`config.mk`:
```
export PLATFORM = sky130hd
export DESIGN_NAME = tmds_channel_decoder
export DESIGN_NICKNAME = d
export VERILOG_FILES = /design/src/rtl/tmds_channel_decoder.sv
export SDC_FILE = /design/constraint.sdc
export NUM_CORES = 1
export LEC_CHECK = 0
export ABC_AREA = 0
export BUFFER_PORTS_ARGS = -buffer_cell sky130_fd_sc_hd__buf_2
export CAP_MARGIN = 20
export CORE_MARGIN = 8
export CORE_UTILIZATION = 64
export CTS_CLUSTER_DIAMETER = 150
export DETAILED_ROUTE_END_ITERATION = 10
export PLACE_DENSITY = 0.84
export RECOVER_POWER = 50
export SYNTH_ARGS = -nofsm -noshare
export SYNTH_HDL_FRONTEND = slang
export SYNTH_SLANG_ARGS = --single-unit
export TNS_END_PERCENT = 10
```
`constraint.sdc`:
```
create_clock -name clk -period 5.2 [get_ports clk]
set_input_delay 0 -clock clk [delete_from_list [all_inputs] [get_ports clk]]
set_output_delay 0 -clock clk [all_outputs]
set_load 0.01 [all_outputs]
```
`src/rtl/tmds_channel_decoder.sv`:
```
// tmds_channel_decoder
// Receive-side decoder for one TMDS channel. The raw 10-bit words come from an
// external deserializer and can be at any bit phase. The block finds word
// alignment by hunting for runs of control tokens. Once aligned, it undoes the
// transition-minimising encoding.
// Pipeline: cur/prev capture -> window register (q) -> decoded outputs.
// A word whose first bit lands in raw_word at clock edge N is presented on
// data/c/de after edge N+3, whatever the bit offset.
// Optional build macro TMDS_LOSS_CNT_EN adds the loss_cnt output. That output
// counts LOCKED->SEARCH transitions and saturates at 255.
module tmds_channel_decoder #(
    parameter int CTRL_RUN     = 8,
    parameter int SLIP_WAIT    = 2048,
    parameter int LOSS_TIMEOUT = 4096
) (
    input  logic       clk,
    input  logic       rst,
    input  logic [9:0] raw_word,
    output logic [7:0] data,
    output logic [1:0] c,
    output logic       de,
    output logic       locked,
`ifdef TMDS_LOSS_CNT_EN
    output logic [7:0] loss_cnt,
`endif
    output logic [3:0] offset
);

    localparam int RUN_W = $clog2(CTRL_RUN + 1);
    localparam int TMR_W = $clog2(SLIP_WAIT + 1);
    localparam int GAP_W = $clog2(LOSS_TIMEOUT + 1);
    localparam logic [RUN_W-1:0] RUN_LAST = RUN_W'(CTRL_RUN - 1);
    localparam logic [TMR_W-1:0] TMR_LAST = TMR_W'(SLIP_WAIT - 1);
    localparam logic [GAP_W-1:0] GAP_LAST = GAP_W'(LOSS_TIMEOUT - 1);

    typedef enum logic [0:0] {
        ST_SEARCH = 1'b0,
        ST_LOCKED = 1'b1
    } state_t;

    // Returns {hit, C1, C0}; hit=0 for any non-token word.
    function automatic logic [2:0] token_decode(input logic [9:0] q);
        case (q)
            10'b1101010100: token_decode = 3'b100;
            10'b0010101011: token_decode = 3'b101;
            10'b0101010100: token_decode = 3'b110;
            10'b1010101011: token_decode = 3'b111;
            default:        token_decode = 3'b000;
        endcase
    endfunction

    // Undo the optional inversion (q[9]), then the XOR/XNOR chain (q[8]).
    function automatic logic [7:0] data_decode(input logic [9:0] q);
        logic [7:0] d;
        logic [7:0] r;
        d    = q[9] ? ~q[7:0] : q[7:0];
        r[0] = d[0];
        for (int i = 1; i < 8; i++) begin
            r[i] = q[8] ? (d[i] ^ d[i-1]) : ~(d[i] ^ d[i-1]);
        end
        return r;
    endfunction

    logic [9:0]       r_cur, r_prev, r_q;
    logic [3:0]       r_offset, w_offset_nxt;
    logic [RUN_W-1:0] r_run, w_run_nxt;
    logic [TMR_W-1:0] r_timer, w_timer_nxt;
    logic [GAP_W-1:0] r_gap, w_gap_nxt;
    logic [1:0]       r_flush, w_flush_nxt;
    state_t           r_state, w_state_nxt;
    logic [19:0]      w_stream;
    logic [9:0]       w_window;
    logic [2:0]       w_tok;
    logic [7:0]       w_dec;
    logic             w_lock_nxt;
    logic [7:0]       r_data;
    logic [1:0]       r_c;
    logic             r_de, r_locked;

    assign w_stream   = {r_cur, r_prev};
    assign w_tok      = token_decode(r_q);
    assign w_dec      = data_decode(r_q);
    assign w_lock_nxt = (w_state_nxt == ST_LOCKED);

    // Select the 10-bit window that starts r_offset bits into the older word.
    always_comb begin
        w_window = w_stream[9:0];
        case (r_offset)
            4'd0:    w_window = w_stream[9:0];
            4'd1:    w_window = w_stream[10:1];
            4'd2:    w_window = w_stream[11:2];
            4'd3:    w_window = w_stream[12:3];
            4'd4:    w_window = w_stream[13:4];
            4'd5:    w_window = w_stream[14:5];
            4'd6:    w_window = w_stream[15:6];
            4'd7:    w_window = w_stream[16:7];
            4'd8:    w_window = w_stream[17:8];
            4'd9:    w_window = w_stream[18:9];
            default: w_window = w_stream[9:0];
        endcase
    end

    // Capture raw words and register the aligned window.
    always_ff @(posedge clk or negedge rst) begin
        if (!rst) begin
            r_cur  <= 10'd0;
            r_prev <= 10'd0;
            r_q    <= 10'd0;
        end else begin
            r_cur  <= raw_word;
            r_prev <= r_cur;
            r_q    <= w_window;
        end
    end

    // Alignment FSM: next state and counters. Lock beats a simultaneous slip.
    always_comb begin
        w_state_nxt  = r_state;
        w_run_nxt    = r_run;
        w_timer_nxt  = r_timer;
        w_gap_nxt    = r_gap;
        w_offset_nxt = r_offset;
        w_flush_nxt  = r_flush;
        case (r_state)
            ST_SEARCH: begin
                w_gap_nxt = {GAP_W{1'b0}};
                if (w_tok[2] && (r_flush == 2'd0) && (r_run == RUN_LAST)) begin
                    w_state_nxt = ST_LOCKED;
                    w_run_nxt   = {RUN_W{1'b0}};
                    w_timer_nxt = {TMR_W{1'b0}};
                end else if (r_timer >= TMR_LAST) begin
                    w_offset_nxt = (r_offset >= 4'd9) ? 4'd0 : r_offset + 4'd1;
                    w_timer_nxt  = {TMR_W{1'b0}};
                    w_run_nxt    = {RUN_W{1'b0}};
                    w_flush_nxt  = 2'd2;
                end else begin
                    w_timer_nxt = (r_timer == {TMR_W{1'b1}}) ? r_timer : r_timer + TMR_W'(1);
                    if (r_flush != 2'd0) begin
                        // q still holds words windowed at the old offset
                        w_flush_nxt = r_flush - 2'd1;
                        w_run_nxt   = {RUN_W{1'b0}};
                    end else if (w_tok[2]) begin
                        w_run_nxt = (r_run == {RUN_W{1'b1}}) ? r_run : r_run + RUN_W'(1);
                    end else begin
                        w_run_nxt = {RUN_W{1'b0}};
                    end
                end
            end
            ST_LOCKED: begin
                w_run_nxt   = {RUN_W{1'b0}};
                w_timer_nxt = {TMR_W{1'b0}};
                w_flush_nxt = 2'd0;
                if (w_tok[2]) begin
                    w_gap_nxt = {GAP_W{1'b0}};
                end else if (r_gap >= GAP_LAST) begin
                    w_state_nxt = ST_SEARCH;
                    w_gap_nxt   = {GAP_W{1'b0}};
                end else begin
                    w_gap_nxt = (r_gap == {GAP_W{1'b1}}) ? r_gap : r_gap + GAP_W'(1);
                end
            end
            default: begin
                w_state_nxt = ST_SEARCH;
                w_run_nxt   = {RUN_W{1'b0}};
                w_timer_nxt = {TMR_W{1'b0}};
                w_gap_nxt   = {GAP_W{1'b0}};
                w_flush_nxt = 2'd0;
            end
        endcase
    end

    // Alignment FSM state and counter registers.
    always_ff @(posedge clk or negedge rst) begin
        if (!rst) begin
            r_state  <= ST_SEARCH;
            r_run    <= {RUN_W{1'b0}};
            r_timer  <= {TMR_W{1'b0}};
            r_gap    <= {GAP_W{1'b0}};
            r_offset <= 4'd0;
            r_flush  <= 2'd0;
        end else begin
            r_state  <= w_state_nxt;
            r_run    <= w_run_nxt;
            r_timer  <= w_timer_nxt;
            r_gap    <= w_gap_nxt;
            r_offset <= w_offset_nxt;
            r_flush  <= w_flush_nxt;
        end
    end

    // Output stage: tokens update c, data words update data; zero while unlocked.
    always_ff @(posedge clk or negedge rst) begin
        if (!rst) begin
            r_data   <= 8'd0;
            r_c      <= 2'd0;
            r_de     <= 1'b0;
            r_locked <= 1'b0;
        end else begin
            r_locked <= w_lock_nxt;
            if (!w_lock_nxt) begin
                r_data <= 8'd0;
                r_c    <= 2'd0;
                r_de   <= 1'b0;
            end else if (w_tok[2]) begin
                r_de <= 1'b0;
                r_c  <= w_tok[1:0];
            end else begin
                r_de   <= 1'b1;
                r_data <= w_dec;
            end
        end
    end

`ifdef TMDS_LOSS_CNT_EN
    logic [7:0] r_loss_cnt;

    // Count lock losses; saturates and is cleared only by reset.
    always_ff @(posedge clk or negedge rst) begin
        if (!rst) begin
            r_loss_cnt <= 8'd0;
        end else if ((r_state == ST_LOCKED) && (w_state_nxt == ST_SEARCH) &&
                     (r_loss_cnt != 8'hFF)) begin
            r_loss_cnt <= r_loss_cnt + 8'd1;
        end else begin
            r_loss_cnt <= r_loss_cnt;
        end
    end

    assign loss_cnt = r_loss_cnt;
`endif

    assign data   = r_data;
    assign c      = r_c;
    assign de     = r_de;
    assign locked = r_locked;
    assign offset = r_offset;

endmodule

```
# [Yosys cells after proc, flatten, opt, wreduce, memory -nomap -nowiden]
# Index checks and enable logic that the tools add are counted.
[totals] regBits=77 latchBits=0 mem_bits_rw=0 rom_bits=0 inputBits=12 out_inout_bits=16 wordCells=106 mem_count=0
[op_classes] n_addsub=5 n_mul=0 div_mod_pow=0 magnitude_cmp=3 eq_ne=24 shift=0 muxes=39 bitwise_logic=17 reduce_logical=6
[op_table] op="10-bit one-hot mux with 9 select lines" count=1
[op_table] op="13-bit 2-to-1 mux" count=3
[op_table] op="12-bit 2-to-1 mux" count=3
[op_table] op="13-bit one-hot mux with 2 select lines" count=1
[op_table] op="4-bit 2-to-1 mux" count=6
[op_table] op="8-bit 2-to-1 mux" count=3
[op_table] op="12-bit one-hot mux with 2 select lines" count=1
[op_table] op="10-bit == test, second input constant" count=2
[op_table] op="4-bit by 3-bit == test with 1-bit output, second input constant" count=5
[op_table] op="13-bit by 1-bit adder with 13-bit output, second input constant" count=1
[op_table] op="13-bit == test, second input constant" count=1
[op_table] op="13-bit by 12-bit >= comparator with 1-bit output, second input constant" count=1
[op_table] op="12-bit by 1-bit adder with 12-bit output, second input constant" count=1
[op_table] op="12-bit == test, second input constant" count=1
[op_table] op="4-bit == test, second input constant" count=3
[op_table] op="12-bit by 11-bit >= comparator with 1-bit output, second input constant" count=1
[op_table] op="1-bit 2-to-1 mux" count=12
[op_table] op="3-bit one-hot mux with 4 select lines" count=1
[op_table] op="10-bit by 8-bit == test with 1-bit output, second input constant" count=1
[op_table] op="10-bit by 9-bit == test with 1-bit output, second input constant" count=1
[op_table] op="2-bit 2-to-1 mux" count=5
[op_table] op="1-bit NOT" count=9
[op_table] op="4-bit by 1-bit adder with 4-bit output, second input constant" count=2
[op_table] op="4-bit by 2-bit == test with 1-bit output, second input constant" count=2
[op_table] op="17 further kinds" count=27

# [Longest topological paths before layout]
[depth] depth_word=7 depth_mapped=9 depth_no_buf=7

# [Worst setup path before layout]
# Ideal clock, no wire load.
[synth_path] path_type="register to register" startpoint="reg r_flush[0]" endpoint="reg r_offset[2], in the netlist offset[2]" setup_time_ps=126 t_arrival_ps=1670 t_required_ps=5074 path_slack_ps=3404 path_stages_with_launch=8 n_path_buf=0 synth_period_minus_slack_ps=1796 path_cell_list="dfrtp_1 -> inv_1 -> ha_1 -> and4b_1 -> a41oi_2 -> o21ai_2 -> or2_1 -> a221o_1"
[synth_between] elab_chain_len=5
[synth_rtl] item="start: declaration" line_no="69" rtl="logic [1:0] r_flush, w_flush_nxt;"
[synth_rtl] item="start signal: assignment" line_no="187" rtl="r_flush <= w_flush_nxt;"
[synth_rtl] item="2-bit logical NOT" line_no="127" rtl="if (w_tok[2] && (r_flush == 2'd0) && (r_run == RUN_LAST)) begin"
[synth_rtl] item="1-bit logical AND (2 in a row)" line_no="127"
[synth_rtl] item="1-bit NOT (no source line)"
[synth_rtl] item="3-bit AND reduction (no source line)"
[synth_rtl] item="end signal: assignment" line_no="186" rtl="r_offset <= w_offset_nxt;"
[synth_rtl] item="end: declaration" line_no="65" rtl="logic [3:0] r_offset, w_offset_nxt;"
# Every way passes these cells.
# A chain may end at the register's enable or synchronous reset.

# [Worst setup path after layout]
[layout_path] startpoint="reg r_offset[0], in the netlist offset[0]" endpoint="reg r_q[2]"
[layout_between] elab_chain_len=2 word_cells_on_any_way=10 cone_classes="eq/ne: 9; mux: 1"
[layout_rtl] item="4-bit == test (tied with other cells)" line_no="88" rtl="case (r_offset)"
[layout_rtl] item="10-bit one-hot mux with 9 select lines *" line_no="88"
[layout_rtl] item="via w_window[2]" line_no="72" rtl="logic [9:0] w_window;"
[layout_rtl] item="end signal: assignment" line_no="112" rtl="r_q <= w_window;"
[layout_rtl] item="end: declaration" line_no="64" rtl="logic [9:0] r_cur, r_prev, r_q;"
# Mark *: on every way through the listed nets, which the timed path passes. The rest lies on a longest branch.

==> results list <==
* Placed inst area: 3980 µm²
- After routing the design area is 4250 µm².
- Overall via count from detail_route: 3062
- Launching element type of the critical path: flip-flop
- The pre-antenna-repair detailed-routing pass consisted of 6 iterations.
* Number of remaining DRC errors: 0
- Detailed placement finished with a half-perimeter wire length of 5400 µm.
* Most common library cell in the layout ignoring fill and taps: dfrtp_1
- Cell internal power was estimated by the tool at 0.864 mW.
- Peak ir drop on the vdd network: 0.287 mV
* Die Outline Area: 8720 µm²
* Share of layout cells above drive strength 1: 11.4%
- Class of the tightest hold or removal check: input pin to flip-flop
* RD Place Congestion: 0.915
- The mapped netlist covers 3830 µm².
- For this run, the leading register cell type out of synthesis is dfrtp_1.
- In the synthesized netlist, the number of instances is 382.
- The tightest hold path in the finished design has a slack of 0.295 ns.
- Number of setup violations in the final report: 0
- Setup Skew: 0.0106 ns
- The number of nets handed over by synthesis was 402.
- In this run, the number of DRC markers left after iteration 0 of detailed routing was 221.
- Using the TritonRoute via totals, the vias-per-cell ratio works out to 6.27.
- Total number of placement rows: 28
- Required time at the endpoint of the critical path: 5.43 ns
- The Yosys step of the flow raised 0 warnings.
- Total Nets Final: 430
* PD cells: 261 nW/µm²
- In this run the clock root is driven by a clkbuf_8.
* Clock latency on the worst-skew pair: 0.34 ns
- Combinational cells account for 4.3% of the total power.
- Leakage Power: 1.79 nW
- Adding up every negative setup slack in the final design gives 0 ns.
- Initial core utilization: 65.5%
- The floorplan step set the die width to 93.4 µm.
- Counting every sink on the clock net gives 77.
- Number of unique standard cell types used by synthesis: 56
* Arrival time worst endpoint: 2.62 ns
* CP Launch Point: offset[0]
- Type of the worst setup path: flip-flop to flip-flop
- Die outline height: 93.4 µm
- In this run, post-CTS repair resized a total of 0 instances.
- In this run the count of I/O pins placed on the die edge is 28.
- Core area: 5850 µm²
- Of the total power, the clock network draws 39.1%.
- Sequential cells were found to cover 50.3% of the synthesized design area.
* Slew @ Worst Pin: 0.948 ns
- For this run the aggregate overflow at the end of global routing stands at 0.
- The synthesized netlist devotes 2.61% of its cell area to adder and majority cells.
- Hold violation total from the final report: 0
- From synthesis to final layout, the design area changed by 10.8%.
- WL per Instance: 17.2 µm
* Kind of end point of the critical path: flip-flop
- Commonest cells after routing, fill and taps aside: 77 x dfrtp_1, 46 x nor2_1, 24 x a21oi_1
* CTS buffer count: 9
* Crit Path Max Fanout: 21
- Fraction of synthesis flops using an asynchronous set or reset pin: 100%
- Register clock-pin slew on the reported worst setup and hold paths: 0.07 ns
- Switching share of total power: 22.1%
- The worst register-to-register path has a depth of 6.
* Initial antenna violation count: 0
* Endpoint of the worst setup timing path: r_q[2]
- Startpoint of the lowest-slack register-to-register path: offset[0]
* Fmax: 419 MHz
- Sequential share of power: 56.6%
- Counting flops with a built-in enable in the synthesized netlist gives 0.
- Setup repair after global routing missed its margin: false
* Number of nets with antenna violations after detailed routing: 0
- In this run the deepest clock path goes through 2 buffers.
- The number of max-slew violations in the final report is 0.
* Worst-case headroom to the max-slew limit: 36.8%
- The number of global-route vias before repair is 3066.
- After synthesis, the largest family of logic cells by area is compound AO/OA/AOI/OAI gates.
* Largest net degree at the start of global routing: 78
- The worst register-to-register path ends at r_q[2].
* Max-cap violations: 0
- Summing the areas of all xor and xnor instances in the mapped netlist gives 6.86% of the synthesized area.
- The design draws 1.11 mW.
- TritonCTS built the clock tree.
- Reg-to-reg setup timing slack: 2.81 ns
- The final critical path takes up 45.9% of the cycle.
* Fraction of synthesized area in multiplexers: 2.58%
* Post-Route Utilization: 72.6%
- The count of buffers added on input and output ports is 27.
- In this run the number of H-tree levels came out at 3.
- Summing the areas of all compound-gate instances in the mapped netlist gives 17.3% of the synthesized area.
- Wirelength, routed: 8410 µm
- In this run the mean area of a mapped cell was 10.0 µm².
- Sw power: 0.246 mW
- The run finished with clean final reports.
* Global-route usage over all layers: 20.6%
* Antenna fix cells: 0
* Basic-gate share of the synthesized area counting and, or, nand and nor cells: 16.6%
- Final critical-path required period: 2.39 ns
* Count of state elements after synthesis: 77
- Wire length of the first global-routing pass: 14400 µm
[worst max-delay path, cell delays in order (launching register included)]
cell and delay (ns):
dfrtp_1 0.43, inv_1 0.13, ha_1 0.71, o21ai_0 0.18, o21ai_0 0.12, o21ai_1 0.26, a221o_1 0.44
[kinds of logic (layout without fill, tap and decap cells)]
family | Yosys count | count (layout)
AOI/OAI and AO/OA | 93 | 93
xor gates and xnor gates | 30 | 30
adders and majority gates | 8 | 8
buffers and inverters | 35 | 66
DFF | 77 | 77
muxes | 9 | 9
other | 1 | 1
and+or+nand+nor | 129 | 129
[final cells by class]
class	instances	area [µm²]
Timing Repair Buffer	38	230
Multi-Input combinational cell	270	1760
Sequential cell	77	1930
Clock inverter	2	35.0
Clock buffer	12	145
Inverter	14	52.6
Fill cell	435	1600
Tap cell	75	93.8
[power groups by stage]
stage	clock, mW	combinational, mW	sequential [mW]
2_1_floorplan	0	0.0244	0.632
3_3_place_gp	0	0.0399	0.639
3_5_place_dp	0	0.0414	0.639
4_1_cts	0.437	0.0478	0.628
5_1_grt	0.465	0.0536	0.630
6_report	0.434	0.0474	0.628
[worst min path at each step]
stage,from,end,cells past startpoint
after floorplan,rst,c[0],0
after global placement,raw_word[9],r_cur[9],1
after detailed placement,raw_word[7],r_cur[7],1
after CTS,raw_word[9],r_cur[9],2
after global routing,raw_word[6],r_cur[6],2
final,raw_word[9],r_cur[9],2
[flip-flops by register name, summed over array words and instances, names as in the netlist]
register  count
locked        1
de            1
data          8
r_flush       2
r_gap        13
c             2
offset        4
r_q          10
r_timer      12
r_cur        10
r_prev       10
r_run         4
[metrics by stage]
| step | instances | setup slack [ns] |
|---|---|---|
| final | 488 | 2.81 |
| after global routing | 488 | 2.64 |
| after CTS | 488 | 2.86 |
| after detailed placement | 463 | 2.91 |
| after global placement | 463 | 3.03 |
| after floorplan | 382 | 3.40 |
[what timing repair did]
action | 4_1_cts | 5_1_grt
hold endpoints to repair | 87 | 0
hold buffers | 11 | 0
buffers inserted | 0 | 0
[per-layer routing]
metal	vias to the layer above	part of all wire (%)	global-route usage, %
li1	1432	-	-
met1	1464	42	26.3
met2	132	48	32.3
met3	34	6.5	3.61
met4	0	3.5	12.1
met5	-	0	0
[synth_stat cells, drive strengths merged, types with 2 or more instances]
library cell / n / area (µm²)
a31o: 8 / 70.1
mux2: 7 / 78.8
nand2: 23 / 88.8
o21ai: 9 / 48.8
nor2b: 2 / 12.5
ha: 8 / 100
and4bb: 2 / 25.0
a22oi: 16 / 120
a22o: 3 / 26.3
and2: 2 / 12.5
a31oi: 5 / 31.3
nor3: 16 / 80.1
nor2: 46 / 173
o22ai: 2 / 12.5
buf: 6 / 31.3
nand3: 17 / 85.1
xor2: 12 / 105
a21oi: 24 / 120
a222oi: 3 / 30.0
nand2b: 3 / 18.8
nand4: 7 / 50.1
xnor2: 18 / 158
clkbuf: 15 / 57.6
a221oi: 5 / 43.8
a211oi: 2 / 15.0
a221o: 3 / 30.0
dfrtp: 77 / 1930
inv: 14 / 52.6
o221ai: 3 / 26.3
and3: 2 / 12.5
mux2i: 2 / 20.0
nor3b: 2 / 15.0
a211o: 2 / 17.5
No activity file was read; power rests on OpenSTA's default activity.
